**config.mk**
```make
export PLATFORM = sky130hd
export DESIGN_NAME = msrv32_load_unit_flat
export DESIGN_NICKNAME = d
export VERILOG_FILES = /design/src/rtl/msrv32_pkg.sv /design/src/rtl/msrv32_load_unit_if.sv /design/src/rtl/msrv32_lu_extract.sv /design/src/rtl/msrv32_load_unit.sv /design/src/flat_wrapper.sv
export SDC_FILE = /design/constraint.sdc
export NUM_CORES = 1
export LEC_CHECK = 0
export BUFFER_PORTS_ARGS = -buffer_cell sky130_fd_sc_hd__buf_4
export CORE_ASPECT_RATIO = 0.7
export CORE_MARGIN = 2
export CORE_UTILIZATION = 54
export CTS_BUF_LIST = sky130_fd_sc_hd__clkbuf_4 sky130_fd_sc_hd__clkbuf_8
export CTS_CLUSTER_DIAMETER = 100
export CTS_CLUSTER_SIZE = 24
export DETAILED_ROUTE_END_ITERATION = 6
export GPL_TIMING_DRIVEN = 1
export PLACE_DENSITY = 0.87
export SKIP_LAST_GASP = 1
export SLEW_MARGIN = 0
export SYNTH_ARGS = -nofsm -noshare
export SYNTH_HDL_FRONTEND = slang
export SYNTH_HIERARCHICAL = 1
export SYNTH_SLANG_ARGS = --single-unit
export TNS_END_PERCENT = 50
```
**constraint.sdc**
```tcl
create_clock -name clk_in -period 2.4 [get_ports clk_in]
set_input_delay 0.48 -clock clk_in [delete_from_list [all_inputs] [get_ports clk_in]]
set_output_delay 0.48 -clock clk_in [all_outputs]
set_load 0.05 [all_outputs]
```
**src/rtl/msrv32_pkg.sv**
```systemverilog
`default_nettype none
// ============================================================================
// Module      : msrv32_pkg
// Description : Shared load-unit definitions for the RV32I pipeline: load-size
//               encodings, load-unit FSM state type and the timeout-counter
//               width helper.
// Revision    : 1.0 - initial release
// ============================================================================
package msrv32_pkg;

  // Load-size encodings as presented by the execute stage (2'b11 acts as word)
  localparam logic [1:0] LS_BYTE = 2'b00;
  localparam logic [1:0] LS_HALF = 2'b01;
  localparam logic [1:0] LS_WORD = 2'b10;

  // Load-unit FSM states
  typedef enum logic [1:0] {
    LU_IDLE  = 2'd0,
    LU_WAIT  = 2'd1,
    LU_DRAIN = 2'd2
  } lu_state_e;

  localparam int LU_TIMEOUT_DEFAULT = 16;

  // Timeout counter width: $clog2(TIMEOUT_CYCLES), never narrower than one bit
  function automatic int lu_cnt_width(input int timeout_cycles);
    return (timeout_cycles > 2) ? $clog2(timeout_cycles) : 1;
  endfunction

endpackage
`default_nettype wire

```
**src/rtl/msrv32_load_unit_if.sv**
```systemverilog
`default_nettype none
// ============================================================================
// Module      : msrv32_load_unit_if
// Description : Request / data-memory / result bundle of the load unit.
//               master = execute stage + data memory side, slave = load unit.
// Revision    : 1.0 - initial release
// ============================================================================
interface msrv32_load_unit_if;
  logic        load_req_in;
  logic [1:0]  load_size_in;
  logic        load_unsigned_in;
  logic [1:0]  addr_lsb_in;
  logic        flush_in;
  logic [31:0] dmdata_in;
  logic        dmack_in;
  logic [31:0] lu_output_out;
  logic        lu_valid_out;
  logic        lu_stall_out;
  logic        misaligned_load_out;
  logic        load_fault_out;

  modport master (
    output load_req_in, load_size_in, load_unsigned_in, addr_lsb_in,
           flush_in, dmdata_in, dmack_in,
    input  lu_output_out, lu_valid_out, lu_stall_out,
           misaligned_load_out, load_fault_out
  );

  modport slave (
    input  load_req_in, load_size_in, load_unsigned_in, addr_lsb_in,
           flush_in, dmdata_in, dmack_in,
    output lu_output_out, lu_valid_out, lu_stall_out,
           misaligned_load_out, load_fault_out
  );
endinterface
`default_nettype wire

```
**src/rtl/msrv32_lu_extract.sv**
```systemverilog
`default_nettype none
// ============================================================================
// Module      : msrv32_lu_extract
// Description : Combinational lane select and sign/zero extension of a
//               data-memory read word for byte, half and word loads.
// Revision    : 1.0 - initial release
// ============================================================================
module msrv32_lu_extract
  import msrv32_pkg::*;
(
  input  wire logic [31:0] i_data,
  input  wire logic [1:0]  i_size,
  input  wire logic        i_unsigned,
  input  wire logic [1:0]  i_offset,
  output logic      [31:0] o_result
);

  logic [7:0]  w_byte;
  logic [15:0] w_half;

  // Pick the addressed byte and halfword lanes
  always_comb begin
    w_byte = i_data[7:0];
    case (i_offset)
      2'd0:    w_byte = i_data[7:0];
      2'd1:    w_byte = i_data[15:8];
      2'd2:    w_byte = i_data[23:16];
      default: w_byte = i_data[31:24];
    endcase
    w_half = i_offset[1] ? i_data[31:16] : i_data[15:0];
  end

  // Extend the selected lane; word (and the 2'b11 encoding) passes through
  always_comb begin
    o_result = i_data;
    case (i_size)
      LS_BYTE: o_result = {{24{~i_unsigned & w_byte[7]}}, w_byte};
      LS_HALF: o_result = {{16{~i_unsigned & w_half[15]}}, w_half};
      default: o_result = i_data;
    endcase
  end

endmodule
`default_nettype wire

```
**src/rtl/msrv32_load_unit.sv**
```systemverilog
`default_nettype none
// ============================================================================
// Module      : msrv32_load_unit
// Description : RV32I load unit. Checks alignment, waits for the data-memory
//               ack with a timeout, and registers the aligned/extended result
//               for the write-back mux. Stalls the pipeline while busy.
// Revision    : 1.0 - initial release
// ============================================================================
module msrv32_load_unit
  import msrv32_pkg::*;
#(
  parameter int TIMEOUT_CYCLES = LU_TIMEOUT_DEFAULT
) (
  input  wire logic         clk_in,
  input  wire logic         rst_n_in,
  msrv32_load_unit_if.slave bus
);

  localparam int c_CNT_W = lu_cnt_width(TIMEOUT_CYCLES);
  localparam logic [c_CNT_W-1:0] c_CNT_LAST = c_CNT_W'(TIMEOUT_CYCLES - 1);

  lu_state_e          r_state, w_state_nxt;
  logic [c_CNT_W-1:0] r_cnt, w_cnt_nxt;
  logic [1:0]         r_size, r_off;
  logic               r_uns;
  logic [31:0]        r_lu_output;
  logic [31:0]        w_extract;
  logic               r_valid, r_mis, r_fault;
  logic               w_valid_nxt, w_mis_nxt, w_fault_nxt;
  logic               w_capture, w_misaligned, w_accept;

  // Halfwords need even addresses, words (incl. 2'b11) need 4-byte alignment
  assign w_misaligned = ((bus.load_size_in == LS_HALF) && bus.addr_lsb_in[0]) ||
                        (bus.load_size_in[1] && (bus.addr_lsb_in != 2'b00));

  assign w_accept = (r_state == LU_IDLE) && bus.load_req_in &&
                    !bus.flush_in && !w_misaligned;

  msrv32_lu_extract u_extract (
    .i_data     (bus.dmdata_in),
    .i_size     (r_size),
    .i_unsigned (r_uns),
    .i_offset   (r_off),
    .o_result   (w_extract)
  );

  // Next-state, timeout counting and pulse generation
  always_comb begin
    w_state_nxt = r_state;
    w_cnt_nxt   = r_cnt;
    w_capture   = 1'b0;
    w_valid_nxt = 1'b0;
    w_mis_nxt   = 1'b0;
    w_fault_nxt = 1'b0;
    case (r_state)
      LU_IDLE: begin
        if (bus.load_req_in && !bus.flush_in) begin
          if (w_misaligned) begin
            w_mis_nxt = 1'b1;
          end else begin
            w_capture   = 1'b1;
            w_cnt_nxt   = '0;
            w_state_nxt = LU_WAIT;
          end
        end
      end
      LU_WAIT: begin
        if (bus.dmack_in) begin
          // A flush in the ack cycle discards the data
          w_valid_nxt = !bus.flush_in;
          w_state_nxt = LU_IDLE;
        end else if (r_cnt == c_CNT_LAST) begin
          // A flush racing the timeout abandons the access without a fault
          w_fault_nxt = !bus.flush_in;
          w_state_nxt = LU_IDLE;
        end else begin
          w_cnt_nxt   = r_cnt + c_CNT_W'(1);
          w_state_nxt = bus.flush_in ? LU_DRAIN : LU_WAIT;
        end
      end
      LU_DRAIN: begin
        // Swallow the outstanding ack; give up silently on timeout
        if (bus.dmack_in || (r_cnt == c_CNT_LAST)) begin
          w_state_nxt = LU_IDLE;
        end else begin
          w_cnt_nxt = r_cnt + c_CNT_W'(1);
        end
      end
      default: w_state_nxt = LU_IDLE;
    endcase
  end

  // State, counter and one-cycle pulse registers
  always_ff @(posedge clk_in or negedge rst_n_in) begin
    if (!rst_n_in) begin
      r_state <= LU_IDLE;
      r_cnt   <= '0;
      r_valid <= 1'b0;
      r_mis   <= 1'b0;
      r_fault <= 1'b0;
    end else begin
      r_state <= w_state_nxt;
      r_cnt   <= w_cnt_nxt;
      r_valid <= w_valid_nxt;
      r_mis   <= w_mis_nxt;
      r_fault <= w_fault_nxt;
    end
  end

  // Request attributes held for extraction when the ack arrives
  always_ff @(posedge clk_in or negedge rst_n_in) begin
    if (!rst_n_in) begin
      r_size <= LS_BYTE;
      r_uns  <= 1'b0;
      r_off  <= 2'b00;
    end else if (w_capture) begin
      r_size <= bus.load_size_in;
      r_uns  <= bus.load_unsigned_in;
      r_off  <= bus.addr_lsb_in;
    end
  end

  // Result register changes only on a successful completion
  always_ff @(posedge clk_in or negedge rst_n_in) begin
    if (!rst_n_in) begin
      r_lu_output <= 32'h0;
    end else if (w_valid_nxt) begin
      r_lu_output <= w_extract;
    end
  end

  assign bus.lu_output_out       = r_lu_output;
  assign bus.lu_valid_out        = r_valid;
  assign bus.misaligned_load_out = r_mis;
  assign bus.load_fault_out      = r_fault;
  assign bus.lu_stall_out        = (r_state != LU_IDLE) || w_accept;

endmodule
`default_nettype wire

```
**src/flat_wrapper.sv**
```systemverilog
// flat-port wrapper written by rule: the top's interface ports become plain ports
module msrv32_load_unit_flat import msrv32_pkg::*;
#(
  parameter int TIMEOUT_CYCLES = LU_TIMEOUT_DEFAULT
)
  (clk_in, rst_n_in, bus_load_req_in, bus_load_size_in, bus_load_unsigned_in, bus_addr_lsb_in, bus_flush_in, bus_dmdata_in, bus_dmack_in, bus_lu_output_out, bus_lu_valid_out, bus_lu_stall_out, bus_misaligned_load_out, bus_load_fault_out);
  msrv32_load_unit_if bus_i ();
  input  wire logic clk_in;
  input  wire logic rst_n_in;
  input wire logic [$bits(bus_i.load_req_in)-1:0] bus_load_req_in;
  input wire logic [$bits(bus_i.load_size_in)-1:0] bus_load_size_in;
  input wire logic [$bits(bus_i.load_unsigned_in)-1:0] bus_load_unsigned_in;
  input wire logic [$bits(bus_i.addr_lsb_in)-1:0] bus_addr_lsb_in;
  input wire logic [$bits(bus_i.flush_in)-1:0] bus_flush_in;
  input wire logic [$bits(bus_i.dmdata_in)-1:0] bus_dmdata_in;
  input wire logic [$bits(bus_i.dmack_in)-1:0] bus_dmack_in;
  output wire logic [$bits(bus_i.lu_output_out)-1:0] bus_lu_output_out;
  output wire logic [$bits(bus_i.lu_valid_out)-1:0] bus_lu_valid_out;
  output wire logic [$bits(bus_i.lu_stall_out)-1:0] bus_lu_stall_out;
  output wire logic [$bits(bus_i.misaligned_load_out)-1:0] bus_misaligned_load_out;
  output wire logic [$bits(bus_i.load_fault_out)-1:0] bus_load_fault_out;
  assign bus_i.load_req_in = bus_load_req_in;
  assign bus_i.load_size_in = bus_load_size_in;
  assign bus_i.load_unsigned_in = bus_load_unsigned_in;
  assign bus_i.addr_lsb_in = bus_addr_lsb_in;
  assign bus_i.flush_in = bus_flush_in;
  assign bus_i.dmdata_in = bus_dmdata_in;
  assign bus_i.dmack_in = bus_dmack_in;
  assign bus_lu_output_out = bus_i.lu_output_out;
  assign bus_lu_valid_out = bus_i.lu_valid_out;
  assign bus_lu_stall_out = bus_i.lu_stall_out;
  assign bus_misaligned_load_out = bus_i.misaligned_load_out;
  assign bus_load_fault_out = bus_i.load_fault_out;
  msrv32_load_unit #(.TIMEOUT_CYCLES(TIMEOUT_CYCLES)) u_core (.clk_in(clk_in), .rst_n_in(rst_n_in), .bus(bus_i));
endmodule
```
==> out/summary.log <==
INFO  run_status     result_of_the_run=completed
INFO  hold_path      holdCritPathClass=in -> async
INFO  power_and_ir_drop ir_worst_vdd=852.9uV
INFO  power_and_ir_drop leakage=1.612nW
INFO  finish         mostFrequentLayoutCells=83 x sky130_fd_sc_hd__buf_4, 46 x sky130_fd_sc_hd__dfrtp_1, 39 x sky130_fd_sc_hd__mux2_2, 29 x sky130_fd_sc_hd__nand2_1, 15 x sky130_fd_sc_hd__mux2i_1
INFO  synth          synth_cells=244
INFO  worst_setup_path critPathRequiredTime=1.92ns
INFO  finish         post-route-util=70.99%
INFO  flow_run       timing.max_cap.violations=0
INFO  power_and_ir_drop design_power_total=5.105mW
INFO  synth          synth_area_per_cell=11.30um^2
INFO  power_and_ir_drop power.switching_fraction=49.44%
INFO  power_and_ir_drop p_clk_share=9.0%
INFO  timing         timing_hold_violations_final=0
INFO  global_routing antenna_violations_before_repair=0
INFO  timing         grt_setup_unrepaired=false
INFO  route          drt-total-wl=6.614mm
INFO  clock_tree     post_cts.repair.setup_buffers=0
INFO  place          portBuffers=77
INFO  worst_setup_path endpoint_kind=primary output
INFO  worst_setup_path critical_path.max_fanout=8
INFO  route          via_per_inst=5.753
INFO  synth          synth.yosys.seq_area_share=41.76%
INFO  worst_setup_path worstSetupPathType=reg -> out
INFO  timing         timing_worst_slew_pin_value=0.8963ns
INFO  place          preCtsSetupSlack=0.3991ns
INFO  clock_tree     tritoncts=yes
INFO  timing         setup_viol=0
INFO  finish         multiInputGateArea=0.001458mm^2
INFO  place          final_estimated_routing_congestion_in_global_placement=0.8628
INFO  finish         insertedDiodeCount=0
INFO  global_routing first_global_vias=2084
INFO  route          detail_route.drc_violations=0
INFO  finish         final-seq-area=0.001151mm^2
INFO  timing         timing.slew.headroom=40.12%
INFO  clock_tree     cts-resized-gates=0
INFO  floorplanning  core_area=0.004835mm^2
INFO  floorplanning  floorplan.die_area=0.005701mm^2
INFO  floorplanning  die_w=89.40um
INFO  clock_tree     total_clock_buffers_created_by_cts=5
INFO  clock_tree     cts_max_level=2
INFO  synth          netlist.area_leader.share=41.76%
INFO  global_routing global_route.usage.total=24.06%
INFO  finish         fillers=385
INFO  finish         design.final.nets=361
INFO  place          detailedPlacementHpwl=4.827mm
INFO  floorplanning  initial_standard_cell_utilization_of_the_core=57.01%
INFO  power_and_ir_drop cellInternalPower=2.581mW
INFO  timing         maxSlewViolCount=0
INFO  timing         skew=0.005195ns
INFO  route          drt_iter0_drc=224
INFO  synth          yosys_register_bits=46
INFO  route          ant_nets=0
INFO  clock_tree     clk_path_buf_depth=2
INFO  clock_tree     clk_transition_reported_paths=0.08ns
INFO  route          via_count=2209
INFO  floorplanning  die_h=63.78um
INFO  finish         area_growth_syn_to_layout=24.51%
INFO  synth          synth_area_leader_cell=sky130_fd_sc_hd__dfrtp_1
INFO  synth          synth.net_count=290
INFO  place          dpl_cell_area=0.003348mm^2
INFO  worst_setup_path critPathLaunchType=flop
INFO  timing         postLayoutSetupSlackWorst=0.1710ns
INFO  clock_tree     clock_sinks=46
INFO  clock_tree     cts_root_buffer=sky130_fd_sc_hd__clkbuf_8
INFO  timing         maxClockFrequency=0.4486GHz
INFO  worst_setup_path crit_start=u_core/r_state[1]
INFO  route          post_drt_wl_per_cell=17.22um
INFO  global_routing grt_max_degree=47
INFO  timing         totalNegativeSetupSlack=0ns
INFO  clock_tree     clock_insertion_delay_worst_skew=0.29ns
INFO  global_routing gr_overflow_total=0
INFO  route          drtPass1Iterations=4
INFO  synth          synth.lib_cells_used.distinct=42
INFO  floorplanning  pin_count=78
INFO  synth          netlist_top_cells_area=sky130_fd_sc_hd__dfrtp_1 42%, sky130_fd_sc_hd__mux2_2 16%, sky130_fd_sc_hd__mux2i_1 5.4%
INFO  worst_setup_path regToRegStartpoint=u_core/r_size[1]
INFO  power_and_ir_drop comb_power_share=65.6%
INFO  worst_setup_path arrival=1.75ns
INFO  finish         most_common_cell_after_layout_fill_and_taps_aside=sky130_fd_sc_hd__buf_4
INFO  clock_tree     hold_buffers=0
INFO  power_and_ir_drop cell_area_power_density=1487mW/mm^2
INFO  floorplanning  rows=21
INFO  power_and_ir_drop power.switching=2.524mW
INFO  finish         final_instance_area=0.003432mm^2
INFO  global_routing wire_length_of_the_first_global_routing_pass=10.56mm
INFO  timing         final_period_minus_worst_setup_slack=2.229ns
INFO  synth          syn_area=0.002756mm^2
INFO  power_and_ir_drop seqPwrFrac=25.4%
INFO  finish         drive_above_1_share=46.98%
INFO  synth          yosys_warnings=6
INFO  timing         share_of_the_cycle_needed_by_the_critical_path_after_routing=92.87%
==> power groups by stage <==
stage	Sequential [mW]	Combinational, mW	Clock, mW
after floorplan	2.16	1.66	0
after global placement	1.30	3.26	0
after detailed placement	1.31	3.32	0
after CTS	1.30	3.33	0.463
after global routing	1.34	3.55	0.504
final	1.30	3.35	0.459
==> layer usage <==
layer	wire length, um	global-route usage [%]	vias to the layer above
li1	-	-	1037
met1	3007	37.35	1055
met2	2946	34.63	106
met3	593	5.039	11
met4	68	5.037	0
met5	0	0	-
==> metrics by stage <==
stage	hold slack [ns]	std cells
after floorplan	0.1844	244
after global placement	0.4843	377
after detailed placement	0.4849	377
after CTS	0.2149	384
after global routing	0.2286	384
final	0.1931	384
==> cell type report <==
| type | instances | area share, % |
|---|---|---|
| multi-input combinational | 171 | 42.47 |
| inverter | 8 | 0.8750 |
| tap | 69 | 2.515 |
| timing repair buffer | 83 | 18.16 |
| sequential | 46 | 33.54 |
| clock buffer | 7 | 2.443 |
==> sequential cells by signal, summed over array words and instances, names as in the netlist <==
name / flops
u_core/bus.lu_output_out: 32
u_core/r_cnt: 4
u_core/r_off: 2
u_core/r_size: 2
u_core/r_state: 2
u_core/bus.load_fault_out: 1
u_core/bus.lu_valid_out: 1
u_core/bus.misaligned_load_out: 1
u_core/r_uns: 1
==> Yosys cell counts <==
library cell / instances
sky130_fd_sc_hd__nand4b_1: 1
sky130_fd_sc_hd__o211ai_2: 10
sky130_fd_sc_hd__clkbuf_1: 7
sky130_fd_sc_hd__nor3_1: 1
sky130_fd_sc_hd__and2_2: 1
sky130_fd_sc_hd__o21ba_2: 1
sky130_fd_sc_hd__nor2b_1: 11
sky130_fd_sc_hd__mux2_2: 39
sky130_fd_sc_hd__o221ai_1: 8
sky130_fd_sc_hd__o21ai_0: 2
sky130_fd_sc_hd__a22oi_1: 9
sky130_fd_sc_hd__a32oi_2: 1
sky130_fd_sc_hd__mux2i_2: 1
sky130_fd_sc_hd__o22ai_1: 1
sky130_fd_sc_hd__or2_1: 1
sky130_fd_sc_hd__mux2_1: 1
sky130_fd_sc_hd__a211o_1: 2
sky130_fd_sc_hd__nand3_1: 2
sky130_fd_sc_hd__dfrtp_1: 46
sky130_fd_sc_hd__inv_1: 7
sky130_fd_sc_hd__mux2i_1: 15
sky130_fd_sc_hd__nor2_1: 4
sky130_fd_sc_hd__o22a_1: 7
sky130_fd_sc_hd__o31ai_1: 1
sky130_fd_sc_hd__a31oi_4: 1
sky130_fd_sc_hd__or3_1: 1
sky130_fd_sc_hd__ha_1: 4
sky130_fd_sc_hd__nor2b_2: 1
sky130_fd_sc_hd__a21oi_1: 1
sky130_fd_sc_hd__nand2_1: 29
sky130_fd_sc_hd__o21ai_1: 1
sky130_fd_sc_hd__nor3b_1: 1
sky130_fd_sc_hd__o211ai_1: 7
sky130_fd_sc_hd__a31oi_2: 1
sky130_fd_sc_hd__nand3_4: 1
sky130_fd_sc_hd__a2bb2oi_1: 1
sky130_fd_sc_hd__clkinv_1: 1
sky130_fd_sc_hd__buf_6: 3
sky130_fd_sc_hd__buf_4: 5
sky130_fd_sc_hd__buf_2: 4
sky130_fd_sc_hd__nor2_2: 1
sky130_fd_sc_hd__a32o_1: 2
==> cell families (layout without fill, tap and decap cells) <==
group | Yosys count | in the layout | share of synthesized area [%]
AOI/OAI and AO/OA | 56 | 56 | 18.75
adders and majority gates | 4 | 4 | 1.816
buffers and inverters | 27 | 98 | 5.357
muxes | 56 | 56 | 22.29
and+or+nand+nor | 55 | 55 | 10.03
DFF | 46 | 46 | 41.76
==> worst paths after layout <==
| kind | cells after the start | slack [ns] | to |
|---|---|---|---|
| worst max-delay path | 6 | 0.17 | bus_lu_stall_out |
| worst min register to register | 1 | 0.50 | u_core/r_uns |
| worst max register to register | 5 | 0.43 | u_core/bus.lu_output_out[8] |
| worst min-delay path | 1 | 0.19 | u_core/bus.lu_output_out[15] |
| max in group asynchronous | 1 | 1.82 | u_core/bus.lu_output_out[12] |
| min in group clk_in | 2 | 0.37 | u_core/bus.load_fault_out |
==> worst max-delay path: stages (launching register included) <==
cell and delay (ns):
sky130_fd_sc_hd__dfrtp_1 0.38, sky130_fd_sc_hd__inv_1 0.11, sky130_fd_sc_hd__ha_1 0.30, sky130_fd_sc_hd__inv_1 0.12, sky130_fd_sc_hd__a31oi_4 0.29, sky130_fd_sc_hd__inv_1 0.07, sky130_fd_sc_hd__buf_4 0.19
Power figures use the tool's default switching activity.
